### src/rtl/pc_fetch.sv
// pc_fetch: instruction-fetch front end.
// Owns the program counter, drives the instruction ROM request (ce/pc) and
// registers the combinationally returned word into the IF/ID register.
module pc_fetch #(
  parameter logic [31:0] RESET_PC = 32'h0000_0000
) (
  input  logic        clk,
  input  logic        rst,
  output logic        ce,
  output logic [31:0] pc,
  input  logic [31:0] inst_i,
  input  logic        stall_pc,
  input  logic        stall_ifid,
  input  logic        branch_flag,
  input  logic [31:0] branch_target,
  input  logic        flush,
  input  logic [31:0] new_pc,
  output logic [31:0] if_pc,
  output logic [31:0] if_inst,
  output logic        if_valid,
  output logic        fetch_err,
  output logic [31:0] fetch_cnt
);

  typedef enum logic [1:0] {
    IDLE = 2'd0,
    RUN  = 2'd1,
    HALT = 2'd2
  } state_t;

  state_t      state_q, state_d;
  logic [31:0] pc_q, pc_d;
  logic [31:0] if_pc_q, if_pc_d;
  logic [31:0] if_inst_q, if_inst_d;
  logic        if_valid_q, if_valid_d;
  logic        fetch_err_q, fetch_err_d;
  logic [31:0] fetch_cnt_q, fetch_cnt_d;

  logic new_pc_bad;
  logic branch_bad;

  assign new_pc_bad = (new_pc[1:0] != 2'b00);
  assign branch_bad = (branch_target[1:0] != 2'b00);

  // Next-state, next-PC and IF/ID update; flush outranks stall, stall outranks branch.
  always_comb begin
    state_d     = state_q;
    pc_d        = pc_q;
    if_pc_d     = if_pc_q;
    if_inst_d   = if_inst_q;
    if_valid_d  = if_valid_q;
    fetch_err_d = fetch_err_q;
    fetch_cnt_d = fetch_cnt_q;

    case (state_q)
      IDLE: begin
        state_d = RUN;
      end

      RUN: begin
        if (flush) begin
          if_valid_d = 1'b0;
          if_inst_d  = 32'h0;
          if_pc_d    = 32'h0;
          if (new_pc_bad) begin
            state_d     = HALT;
            fetch_err_d = 1'b1;
          end else begin
            pc_d = new_pc;
          end
        end else if (stall_pc) begin
          if (!stall_ifid) begin
            if_valid_d = 1'b0;
            if_inst_d  = 32'h0;
          end
        end else if (branch_flag && branch_bad) begin
          state_d     = HALT;
          fetch_err_d = 1'b1;
          if_valid_d  = 1'b0;
          if_inst_d   = 32'h0;
          if_pc_d     = 32'h0;
        end else begin
          pc_d = branch_flag ? branch_target : (pc_q + 32'd4);
          if (!stall_ifid) begin
            if_inst_d   = inst_i;
            if_pc_d     = pc_q;
            if_valid_d  = 1'b1;
            fetch_cnt_d = fetch_cnt_q + 32'd1;
          end
        end
      end

      HALT: begin
        if (flush && !new_pc_bad) begin
          pc_d        = new_pc;
          fetch_err_d = 1'b0;
          state_d     = RUN;
        end
      end

      default: begin
        state_d = IDLE;
      end
    endcase
  end

  // State and pipeline registers with synchronous reset.
  always_ff @(posedge clk) begin
    if (rst) begin
      state_q     <= IDLE;
      pc_q        <= RESET_PC;
      if_pc_q     <= 32'h0;
      if_inst_q   <= 32'h0;
      if_valid_q  <= 1'b0;
      fetch_err_q <= 1'b0;
      fetch_cnt_q <= 32'h0;
    end else begin
      state_q     <= state_d;
      pc_q        <= pc_d;
      if_pc_q     <= if_pc_d;
      if_inst_q   <= if_inst_d;
      if_valid_q  <= if_valid_d;
      fetch_err_q <= fetch_err_d;
      fetch_cnt_q <= fetch_cnt_d;
    end
  end

  assign ce        = (state_q == RUN);
  assign pc        = pc_q;
  assign if_pc     = if_pc_q;
  assign if_inst   = if_inst_q;
  assign if_valid  = if_valid_q;
  assign fetch_err = fetch_err_q;
  assign fetch_cnt = fetch_cnt_q;

endmodule
### config.mk
export PLATFORM = sky130hd
export DESIGN_NAME = pc_fetch
export DESIGN_NICKNAME = d
export VERILOG_FILES = /design/src/rtl/pc_fetch.sv
export SDC_FILE = /design/constraint.sdc
export NUM_CORES = 1
export LEC_CHECK = 0
export CORE_MARGIN = 2
export CORE_UTILIZATION = 38
export CTS_CLUSTER_DIAMETER = 30
export DETAILED_ROUTE_END_ITERATION = 8
export MAX_ROUTING_LAYER = met4
export PLACE_DENSITY = 0.7
export SETUP_SLACK_MARGIN = 0.1
export SLEW_MARGIN = 20
export SYNTH_ARGS = -nofsm -noshare
export SYNTH_HDL_FRONTEND = slang
export SYNTH_SLANG_ARGS = --single-unit
export TNS_END_PERCENT = 30
### constraint.sdc
create_clock -name clk -period 6.53 [get_ports clk]
set_input_delay 1.306 -clock clk [delete_from_list [all_inputs] [get_ports clk]]
set_output_delay 1.306 -clock clk [all_outputs]
set_load 0.01 [all_outputs]
==> results.json, run 1 <==
{
  "status": "finished, final reports clean",
  "area_growth_pct": 46.6,
  "hold_start": "if_pc[10]",
  "cp-end-kind": "register",
  "die-area_um2": 17700,
  "hold_viol_final": 0,
  "regArea_um2": 2640,
  "max_cap_violations": 0,
  "clock_path_buffers": 2,
  "ys_types": 54,
  "antenna_cells": 0,
  "finClkSkew_ns": 0.00995,
  "grt_usage_pct": 24.8,
  "core.rowCount": 47,
  "place.gp.congestion": 0.849,
  "p_per_area_nw_per_um2": 298,
  "clkTransAtPathRegs_ns": 0.06,
  "syn-cell-area_um2": 6330,
  "worst_skew_pair.late_latency_ns": 0.42,
  "async_flop_share_pct": 0,
  "worstSetupPathType": "primary input to register",
  "syn_inst": 806,
  "top_usage_layer": "met2",
  "fmaxAchievable_mhz": 243,
  "dp.cells": 1196,
  "yosysSeqAreaShare_pct": 41.8,
  "layout_common_cells": "clkdlybuf4s50_1 (231), dfxtp_1 (132), nand2_1 (91)",
  "ys_top_cells_by_area": "dfxtp_1 (42%), a21oi_1 (5.9%), nand2_1 (5.5%)",
  "tightest_slew_ns": 1.01,
  "yosysWarnings": 0,
  "start_kind": "primary input",
  "cp.required_ns": 6.88,
  "hold-worst-slack_ns": 0.448,
  "syn_nets": 915,
  "wirelength_um": 21600,
  "finalPower_mw": 2.76,
  "hold_end": "if_pc[10]",
  "grt_pass1_wl_um": 34000,
  "clock_sinks": 132,
  "hold_buffers": 0,
  "met1_usage_pct": 32.0,
  "slew_headroom_pct": 32.4,
  "dieHeight_um": 133,
  "reg2regPathDepth": 7,
  "cp.arrival_ns": 4.46,
  "num_io_pins": 233,
  "grt_overflow": 0,
  "synthFlopType": "dfxtp_1",
  "use_met3_pct": 6.21,
  "vias": 6796,
  "antenna_found_initial": 0,
  "period_share_pct": 63.0,
  "clockRootBuffer": "clkbuf_16",
  "grt_pass1_vias": 6399,
  "ant_nets": 0,
  "setup_viol": 0,
  "drc": 0,
  "cts_setup_buffers": 0,
  "final_common_cell": "clkdlybuf4s50_1",
  "h-tree-depth": 4,
  "yosys_register_bits": 132,
  "n_fill_cell": 1499,
  "finalMaxSlewViolations": 0,
  "viasPerCell": 5.54,
  "gr-usage-met2_pct": 38.0,
  "synth_largest_area_cell": "dfxtp_1",
  "initial_core_util_pct": 38.6,
  "wl_per_cell_um": 17.6,
  "cts_resized": 0,
  "ir_worst_vdd_mv": 0.184,
  "drt-initial-drc-count": 431,
  "rsz0062_at_grt": "false",
  "path_max_fanout": 51,
  "cts_buffers": 17,
  "hold_path.class": "register to register",
  "finalSetupTns_ns": 0,
  "min_period_ns": 4.11,
  "first_pass_iters": 5,
  "leakagePower_nw": 3.10,
  "nNetsFinal": 1104,
  "cts_tree": "done",
  "synth.top_cell.area_share_pct": 41.8,
  "core_um2": 16400,
  "reg2reg_setup_slack_ns": 3.12,
  "synth_area_per_cell_um2": 7.85,
  "portBuffers": 232,
  "finalNonFillerCells": 1227,
  "grt_max_degree": 93,
  "synth-edff-count": 0,
  "hold_depth": 2,
  "reg2reg_to": "fetch_cnt[31]",
  "r2r_start": "state_q[1]",
  "place_hpwl_um": 14700,
  "die_w_um": 133,
  "drive_above_1_share_pct": 5.76,
  "multiInputGateArea_um2": 3370
}
[state kept, by name, indices dropped and copies added, names as in the netlist]
name	cells
if_valid	1
state_q	2
if_inst	32
pc	32
fetch_cnt	32
if_pc	32
fetch_err	1
[layer usage]
| metal | vias to the layer above | share of wire (%) |
|---|---|---|
| met5 | - | 0 |
| met4 | 0 | 1.9 |
| met3 | 29 | 9.3 |
| met2 | 350 | 46 |
| met1 | 3133 | 43 |
| li1 | 3284 | - |
[cell families (layout without fill, tap and decap cells)]
logic type      Yosys count  count (layout)  synth area share [%]
mux                       5               5                 0.791
compound gates          210             210                  21.0
fa+ha+maj                 7               7                  1.38
buf+inv                  84             285                  5.22
simple gates            344             344                  26.5
flops                   132             132                  41.8
xor+xnor                 24              24                  3.32
[report_power, final]
group          total (mW)  internal (mW)  leakage, nW  switching (mW)
Clock               0.910          0.542        0.261           0.368
Sequential           1.05          0.892         1.07           0.155
Combinational       0.803          0.355         1.77           0.448
[per-stage QoR]
stage / worst slack [ns] / utilization, % / cell area, um2
final: 2.42 / 56.5 / 9270
after global routing: 2.16 / 56.5 / 9270
after CTS: 2.45 / 56.5 / 9270
after detailed placement: 2.01 / 53.1 / 8710
after global placement: 2.06 / 53.1 / 8710
after floorplan: 3.45 / - / 6330
[cell usage after synthesis, types with 7 or more instances]
cell type and number:
a211oi_1 13, nand4_1 25, a21oi_1 75, nand2_1 92, inv_1 15, and4_1 8, a31oi_1 9, nor2_1 82
nor3_1 11, a22oi_1 33, xor2_1 20, or3_1 16, o21ai_0 35, and3_1 8, nor4_1 11, clkbuf_1 56
o211ai_1 9, dfxtp_1 132, ha_1 7, nand3_1 65
[worst max-delay path, stage by stage]
cell	delay, ns
clkdlybuf4s50_1	0.40
buf_4	0.27
o21ai_0	0.19
and3_2	0.87
nand4_1	0.60
or4_1	0.65
a21oi_1	0.15
[final cells by class]
cell class / instances / share of cell area (%)
Clock inverter: 11 / 1.12
Timing Repair Buffer: 239 / 25.6
Tap cell: 220 / 2.97
Clock buffer: 20 / 4.93
Multi-Input combinational cell: 590 / 36.3
Sequential cell: 132 / 28.5
Inverter: 15 / 0.607
[how the worst max path moves through the flow]
stage | from | to | slack, ns
after floorplan | flush | pc[15] | 3.45
after global placement | branch_flag | fetch_cnt[31] | 2.06
after detailed placement | branch_flag | fetch_cnt[31] | 2.01
after CTS | branch_flag | fetch_cnt[31] | 2.45
after global routing | branch_flag | fetch_cnt[31] | 2.16
final | branch_flag | fetch_cnt[31] | 2.42
Power figures use the tool's default switching activity.
==> inputs of run 2 (changes only) <==
- PLACE_DENSITY: 0.7 -> 0.73
- clock period: 6.53 -> 3.75 ns (I/O delays scaled with it)
==> results.json, run 2 (synthesis gave the netlist of run 1 again) <==
{
  "multiInputGateArea_um2": 3360,
  "clock_path_buffers": 2,
  "hold_viol_final": 0,
  "core.rowCount": 47,
  "hold_path.class": "register to register",
  "fin_area_um2": 9370,
  "antenna_cells": 0,
  "num_io_pins": 233,
  "slew_headroom_pct": 43.5,
  "cts_resized": 0,
  "place_hpwl_um": 14900,
  "tightest_slew_ns": 0.839,
  "place_ws_ns": 0.539,
  "grt_usage_pct": 25.1,
  "n_fill_cell": 1464,
  "cp.arrival_ns": 3.11,
  "leakagePower_nw": 3.16,
  "cts_buffers": 17,
  "cts_tree": "done",
  "power_frac_seq_pct": 36.5,
  "start_kind": "primary input",
  "cp-end-kind": "register",
  "hold_start": "if_pc[1]",
  "post_dp_cell_area_um2": 8770,
  "wl_per_cell_um": 17.6,
  "antenna_found_initial": 0,
  "finalMaxSlewViolations": 0,
  "grt_pass1_wl_um": 34500,
  "cp.required_ns": 4.11,
  "period_share_pct": 73.3,
  "max_cap_violations": 0,
  "nNetsFinal": 1110,
  "die_w_um": 133,
  "p_per_area_nw_per_um2": 526,
  "drt-initial-drc-count": 572,
  "drc": 0,
  "area_growth_pct": 48.1,
  "setup_viol": 0,
  "r2r_start": "pc[3]",
  "hold_buffers": 0,
  "worst_skew_pair.late_latency_ns": 0.42,
  "clock_sinks": 132,
  "drive_above_1_share_pct": 6.31,
  "hold_end": "if_pc[1]",
  "fmaxAchievable_mhz": 364,
  "clkTransAtPathRegs_ns": 0.06,
  "status": "finished, final reports clean",
  "wirelength_um": 21700,
  "rsz0062_at_grt": "false",
  "hold_depth": 2,
  "finalSetupTns_ns": 0,
  "p_clk_share_pct": 34.5,
  "p_sw_share_pct": 34.8,
  "grt_max_degree": 74,
  "grt_pass1_vias": 6416,
  "first_pass_iters": 6,
  "worstSetupPathType": "primary input to register",
  "p_int_mw": 3.21,
  "dieHeight_um": 133,
  "place.gp.congestion": 0.872,
  "ir_worst_vdd_mv": 0.352,
  "viasPerCell": 5.54,
  "reg2reg_setup_slack_ns": 1.06,
  "cts_setup_buffers": 0,
  "min_period_ns": 2.75,
  "layout_setup_ws_ns": 1.00,
  "finClkSkew_ns": 0.0153,
  "switching_power_mw": 1.71,
  "grt_overflow": 0,
  "die-area_um2": 17700,
  "path_max_fanout": 14,
  "h-tree-depth": 4,
  "ant_nets": 0,
  "portBuffers": 232,
  "layout_common_cells": "clkdlybuf4s50_1 (231), dfxtp_1 (132), nand2_1 (92)",
  "vias": 6837,
  "regArea_um2": 2640,
  "power_frac_comb_pct": 29.0,
  "core_um2": 16400,
  "clockRootBuffer": "clkbuf_16",
  "final_common_cell": "clkdlybuf4s50_1",
  "initial_core_util_pct": 38.6,
  "reg2reg_to": "pc[22]",
  "reg2regPathDepth": 6
}
-- run 2: cell types whose count changed in the layout (fill, tap and decap cells not counted), sizes merged --
cell	change
clkinvlp	-4
clkinv	+1
inv	+3
bufinv	+1
buf	+6
-- run 2: area by class of cell --
cell class / instances / share of cell area (%)
Tap cell: 220 / 2.94
Multi-Input combinational cell: 590 / 35.9
Timing Repair Buffer: 245 / 25.9
Clock buffer: 20 / 4.87
Sequential cell: 132 / 28.2
Inverter: 15 / 0.601
Clock inverter: 12 / 1.56
-- run 2: per-layer routing --
metal  routed length (um)  GRT usage [%]  share of wire, %
met1                 9400           31.9                43
met2                 9970           39.0                46
met3                 1830           6.48               8.5
met4                  456           8.30               2.1
met5                    0              -                 0
-- run 2: worst max path at each step --
stage | endpoint | cells after the start | start
global route | fetch_cnt[30] | 6 | branch_flag
floorplan | pc[15] | 9 | flush
global placement | fetch_cnt[31] | 6 | branch_flag
finish | fetch_cnt[31] | 6 | branch_flag
detailed placement | fetch_cnt[30] | 6 | branch_flag
CTS | fetch_cnt[31] | 6 | branch_flag
-- run 2: metrics by stage --
step           instances  power [mW]  utilization [%]  hold slack [ns]
3_3_place_gp        1202        3.22             53.4            0.438
5_1_grt             1234        5.18             57.1            0.466
3_5_place_dp        1202        3.24             53.4            0.442
6_report            1234        4.93             57.1            0.448
4_1_cts             1234        4.95             57.1            0.451
2_1_floorplan        806        2.57                -            0.476
-- run 2: power by group through the flow --
stage | registers, mW | logic, mW | clock network [mW]
finish | 1.80 | 1.43 | 1.70
detailed placement | 1.83 | 1.42 | 0
floorplan | 1.78 | 0.791 | 0
CTS | 1.79 | 1.43 | 1.73
global placement | 1.82 | 1.40 | 0
global route | 1.83 | 1.56 | 1.79
-- run 2: critical path, cell delays in order --
cell and delay, ns:
clkdlybuf4s50_1 0.65, o21ai_0 0.27, and3_2 0.32, nand4_1 0.36, or4_1 0.61, a21oi_1 0.14
==> edit 1, RTL diff (config.mk and constraints of run 2) <==
The 3 states of `state_t` get a one-hot encoding in 3 bits.
--- a/src/rtl/pc_fetch.sv
+++ b/src/rtl/pc_fetch.sv
@@ -23,8 +23,8 @@
 );
 
-  typedef enum logic [1:0] {
-    IDLE = 2'd0,
-    RUN  = 2'd1,
-    HALT = 2'd2
+  typedef enum logic [2:0] {
+    IDLE = 3'b001,
+    RUN  = 3'b010,
+    HALT = 3'b100
   } state_t;
 
Function: no difference found for any inputs over 4 cycles, from zero or initial values and one cycle with rst high; so few cycles prove little.
==> edit 1 against run 2 <==
Global-route usage shrank 0.65 points; routed wire length fell by 1.1%; synthesized cell count decreased by 2.6%; sequential cell count rose by 1; worst setup slack got worse by 0.085 ns; synthesized area fell by 0.69%; cell area rose by 1.4%; highest routed layer unchanged.
Power is not compared: it rests on default switching activity, and its combinational part moved more than twofold at a synthesized area within 25%.
==> edit 1: results (changes against run 2) <==
[status]
status=finished clean  ; unchanged

[clock_network]
cts_buffer_depth=2  ; unchanged
root_buffer=clkbuf_16  ; unchanged
htreeDepth=4  ; unchanged
cts.clk_slew.worst_paths_ns=0.06  ; about the same
cts_resized=0  ; unchanged

[finish]
seq-cell-share_pct=28.0  ; was 28.2%
insertedDiodeCount=2  ; was 0
seq_cell_count=133  ; was 132
buf_share_pct=25.8  ; was 25.9%
multi_input_area_share_pct=35.4  ; was 35.9%
num-nonclk-buffers=249  ; was 245
comb.multi_input.count=576  ; was 590
drive_above_1_share_pct=7.34  ; was 6.31%
fin_util_pct=58.1  ; was 57.1%
finalNetCount=1100  ; was 1110
clock_area_share_pct=7.14  ; was 6.44%
nFillCells=1502  ; was 1464
finalNonFillerCells=1230  ; was 1234
nNonClkInverters=19  ; was 15
clock_buffers=20  ; unchanged

[placed_design]
place_hpwl_mm=14.9  ; about the same
io_buffers=232  ; unchanged
dpl_worst_slack_ns=0.534  ; was 0.539 ns
dpl_cell_area_um2=8820  ; was 8770 µm²
gp_congestion=0.881  ; was 0.872

[synthesis]
ys_seq_area_share_pct=42.4  ; was 41.8%
ys.flop_type=dfxtp_1  ; unchanged
syn_area_per_cell_um2=8.00  ; was 7.85 µm²
synthTopCellsByCount=dfxtp_1 (133), nor2_1 (88), a21oi_1 (80), nand2_1 (78), nand3_1 (53)  ; was dfxtp_1 (132), nand2_1 (92), nor2_1 (82), a21oi_1 (75), nand3_1 (65)
async_reset_ff_share_pct=0  ; unchanged
synth_nets=889  ; was 915
yosys.cell_types.count=63  ; was 54
synth_area_leaders=dfxtp_1 (42%), a21oi_1 (6.4%), nor2_1 (5.3%)  ; was dfxtp_1 (42%), a21oi_1 (5.9%), nand2_1 (5.5%)
yosysWarnings=0  ; unchanged

[pwr]
power.total_mw=3.71
p_comb_uw=333
p_leak_nw=3.06
p_int_mw=2.88

[global_routing]
first_global_vias=6440  ; was 6416
track_usage_pct=24.5  ; was 25.1%
grt_pass1_wl_mm=33.8  ; was 34.5 mm
antenna_found_initial=2  ; was 0
grt_max_degree=61  ; was 74

[critical_path]
crit_family=buffers and inverters  ; was simple AND/OR/NAND/NOR gates
cp_slowest_cell=clkdlybuf4s50_1  ; unchanged
cp_max_fo=8  ; was 14
slowest_delay_ns=0.58  ; was 0.65 ns
cp_data_arrival_time_ns=2.08  ; was 3.11 ns

[sta]
finalClockSkew_ns=0.00793  ; was 0.0153 ns
maxSlewHeadroom_pct=37.0  ; was 43.5%

[drt]
drt_first_iter_violations=617  ; was 572
drt-pass1-iter-count=7  ; was 6
routed_wl_mm=21.4  ; was 21.7 mm
via_count=6786  ; was 6837

[edit 1: kinds of logic after synthesis]
group | share of synthesized area [%]
buffers and inverters | 4.64
AO/OA/AOI/OAI | 21.1
XOR/XNOR | 4.32
multiplexers | 1.18
AND/OR/NAND/NOR | 26.0
flip-flops | 42.4
adder cells (fa/ha/maj) | 0.398
[edit 1: worst paths after layout]
check,startpoint,end,slack (ns),depth (start not counted)
setup reg to reg,pc[2],pc[22],1.03,6
setup / recovery,state_q[1],ce,0.92,3
hold reg to reg,if_pc[6],if_pc[6],0.45,2
hold / removal,if_pc[6],if_pc[6],0.45,2
[edit 1: layer usage]
layer	vias up	share of wire, %	GRT usage, %
met5	-	0	-
met4	0	1.4	6.33
met3	26	11	8.85
met2	305	45	36.8
met1	3193	43	31.2
li1	3262	-	-
[edit 1: worst register-to-register path, delay by kind of cell, from the launching register on]
family                     cells  cell delay, ns
AOI/OAI and AO/OA              2            0.53
DFF                            1            0.49
and+or+nand+nor                3            1.38
adders and majority gates      1            0.24
==> edit 2, RTL diff (flow settings as in run 2) <==
Made on the original files. Register the input `branch_target` before use, without a reset. The logic sees it one clock later. The other inputs are not delayed to match.
--- a/src/rtl/pc_fetch.sv
+++ b/src/rtl/pc_fetch.sv
@@ -29,4 +29,10 @@
   } state_t;
 
+  logic [31:0] branch_target_q;
+
+  always_ff @(posedge clk) begin
+    branch_target_q <= branch_target;
+  end
+
   state_t      state_q, state_d;
   logic [31:0] pc_q, pc_d;
@@ -41,5 +47,5 @@
 
   assign new_pc_bad = (new_pc[1:0] != 2'b00);
-  assign branch_bad = (branch_target[1:0] != 2'b00);
+  assign branch_bad = (branch_target_q[1:0] != 2'b00);
 
   // Next-state, next-PC and IF/ID update; flush outranks stall, stall outranks branch.
@@ -81,5 +87,5 @@
           if_pc_d     = 32'h0;
         end else begin
-          pc_d = branch_flag ? branch_target : (pc_q + 32'd4);
+          pc_d = branch_flag ? branch_target_q : (pc_q + 32'd4);
           if (!stall_ifid) begin
             if_inst_d   = inst_i;
Behaviour: not the same (Yosys sat finds a counterexample within 4 cycles, from zero or initial values and one cycle with rst high).
==> edit 2 against run 2 <==
Clock skew down 0.0054 ns; power up 17%; combinational power up 7%; synthesized area up 13%; core utilization down 1.9 points; worst setup slack worse by 0.073 ns; routed wire length up 2.5%; critical endpoint is now pc[21]; cell area up 9.6%; critical path depth up 1; non-clock buffer count up 2; global-route usage down 2.7 points; sequential cell count up 32; first-iteration DRC count up 32%.
==> edit 2: results (changes against run 2) <==
[status]
status=finished clean  ; unchanged

[sta]
finalClockSkew_ns=0.00996  ; was 0.0153 ns
tightest_slew_ns=0.929  ; was 0.839 ns

[critical_path]
cp_data_arrival_time_ns=3.10  ; was 3.11 ns
cp_slowest_cell=or2_2  ; was clkdlybuf4s50_1
rr_startpoint=state_q[1]  ; was pc[3]
reg2reg_to=fetch_cnt[27]  ; was pc[22]
reg2reg_slack_ns=1.01  ; was 1.06 ns
slowest_delay_ns=0.59  ; was 0.65 ns
cp_max_fo=32  ; was 14
reg2regPathDepth=8  ; was 6

[synthesis]
muxShareOfSynthArea_pct=0.720  ; was 0.791%
ys_seq_area_share_pct=46.1  ; was 41.8%
synth-xor-area-share_pct=4.18  ; was 3.32%
synth_nets=982  ; was 915
synth-compound-area-share_pct=17.0  ; was 21.0%
synthTopCellsByCount=dfxtp_1 (164), nand2_1 (99), nand3_1 (97), a21oi_1 (68), clkbuf_1 (64)  ; was dfxtp_1 (132), nand2_1 (92), nor2_1 (82), a21oi_1 (75), nand3_1 (65)
yosys.cell_types.count=56  ; was 54
syn_area_per_cell_um2=8.16  ; was 7.85 µm²
synthAdderAreaFrac_pct=1.23  ; was 1.38%

[global_routing]
grt_max_degree=78  ; was 74
track_usage_pct=22.5  ; was 25.1%
grt_pass1_wl_mm=34.4  ; was 34.5 mm
first_global_vias=6403  ; was 6416

[finish]
finalNetCount=1174  ; was 1110
register_area_um2=3280  ; was 2640 µm²
nFillCells=1698  ; was 1464
finalNonFillerCells=1312  ; was 1234

[pwr]
p_leak_nw=3.43  ; was 3.16 nW
vdd_drop_max_uv=407  ; was 352 µV

[placed_design]
placedCellCount=1280  ; was 1202
place_hpwl_mm=15.4  ; was 14.9 mm
dpl_cell_area_um2=9590  ; was 8770 µm²
io_buffers=232  ; unchanged
gp_congestion=0.873  ; was 0.872

[drt]
wl_per_cell_um=16.9  ; was 17.6 µm
drt-pass1-iter-count=5  ; was 6
via_count=7063  ; was 6837
drt_first_iter_violations=756  ; was 572

[min_path]
hold_start=if_pc[30]  ; was if_pc[1]
hold_end=if_pc[30]  ; was if_pc[1]

[clock_network]
cts.clk_slew.worst_paths_ns=0.06  ; about the same

==> edit 2: cell count changes after synthesis, sizes merged, moves of 8 or more <==
cell    delta
a22oi     -33
dfxtp     +32
nand3     +32
xnor2     +23
o21ai     +22
nor2      -21
nand2b    +17
xor2      -13
nor4      +11
or3        -8
==> edit 2: cell families (layout without fill, tap and decap cells) <==
kind of cell | Yosys count | count (layout)
buf+inv | 89 | 294
xor+xnor | 34 | 34
fa+ha+maj | 7 | 7
compound gates | 199 | 199
flops | 164 | 164
simple gates | 375 | 375
mux | 5 | 5
==> edit 2: layout make-up <==
cell class,count,share of cell area [%]
timing repair buffer,247,23.7
inverter,15,0.548
clock buffer,20,4.35
tap,234,2.85
sequential,164,32.0
clock inverter,12,2.21
multi-input combinational,620,34.4
==> edit 2: layer usage <==
layer	vias up	global-route usage [%]	share of wire, %
met5	-	-	0
met4	0	10.5	3.0
met3	43	4.31	6.4
met2	288	31.7	45
met1	3239	31.0	46
li1	3493	-	-
==> edit 2: report_power, final <==
| part | switching [mW] | internal [mW] |
|---|---|---|
| Sequential | 0.333 | 1.93 |
| Clock | 0.711 | 1.27 |
| Combinational | 0.841 | 0.689 |
==> edit 2: worst max path at each step <==
stage	start	to	cells after the start	slack [ns]
final	flush	pc[21]	7	0.93
after global routing	flush	pc[21]	7	0.74
after CTS	flush	pc[21]	7	1.0
after detailed placement	flush	pc[21]	7	0.54
after global placement	flush	pc[29]	7	0.61
after floorplan	flush	fetch_cnt[27]	6	1.17
==> edit 2: worst min-delay path, stage by stage (launching register included) <==
cell,delay (ns)
dfxtp_1,0.31
nand2_1,0.05
a21oi_1,0.05
==> edit 2: metrics by stage <==
stage	total power, mW	setup WS, ns	hold WS, ns
6_report	5.78	0.929	0.450
3_3_place_gp	3.79	0.606	0.437
4_1_cts	5.80	0.996	0.452
5_1_grt	6.05	0.742	0.469
3_5_place_dp	3.81	0.536	0.444
2_1_floorplan	3.06	1.17	0.476
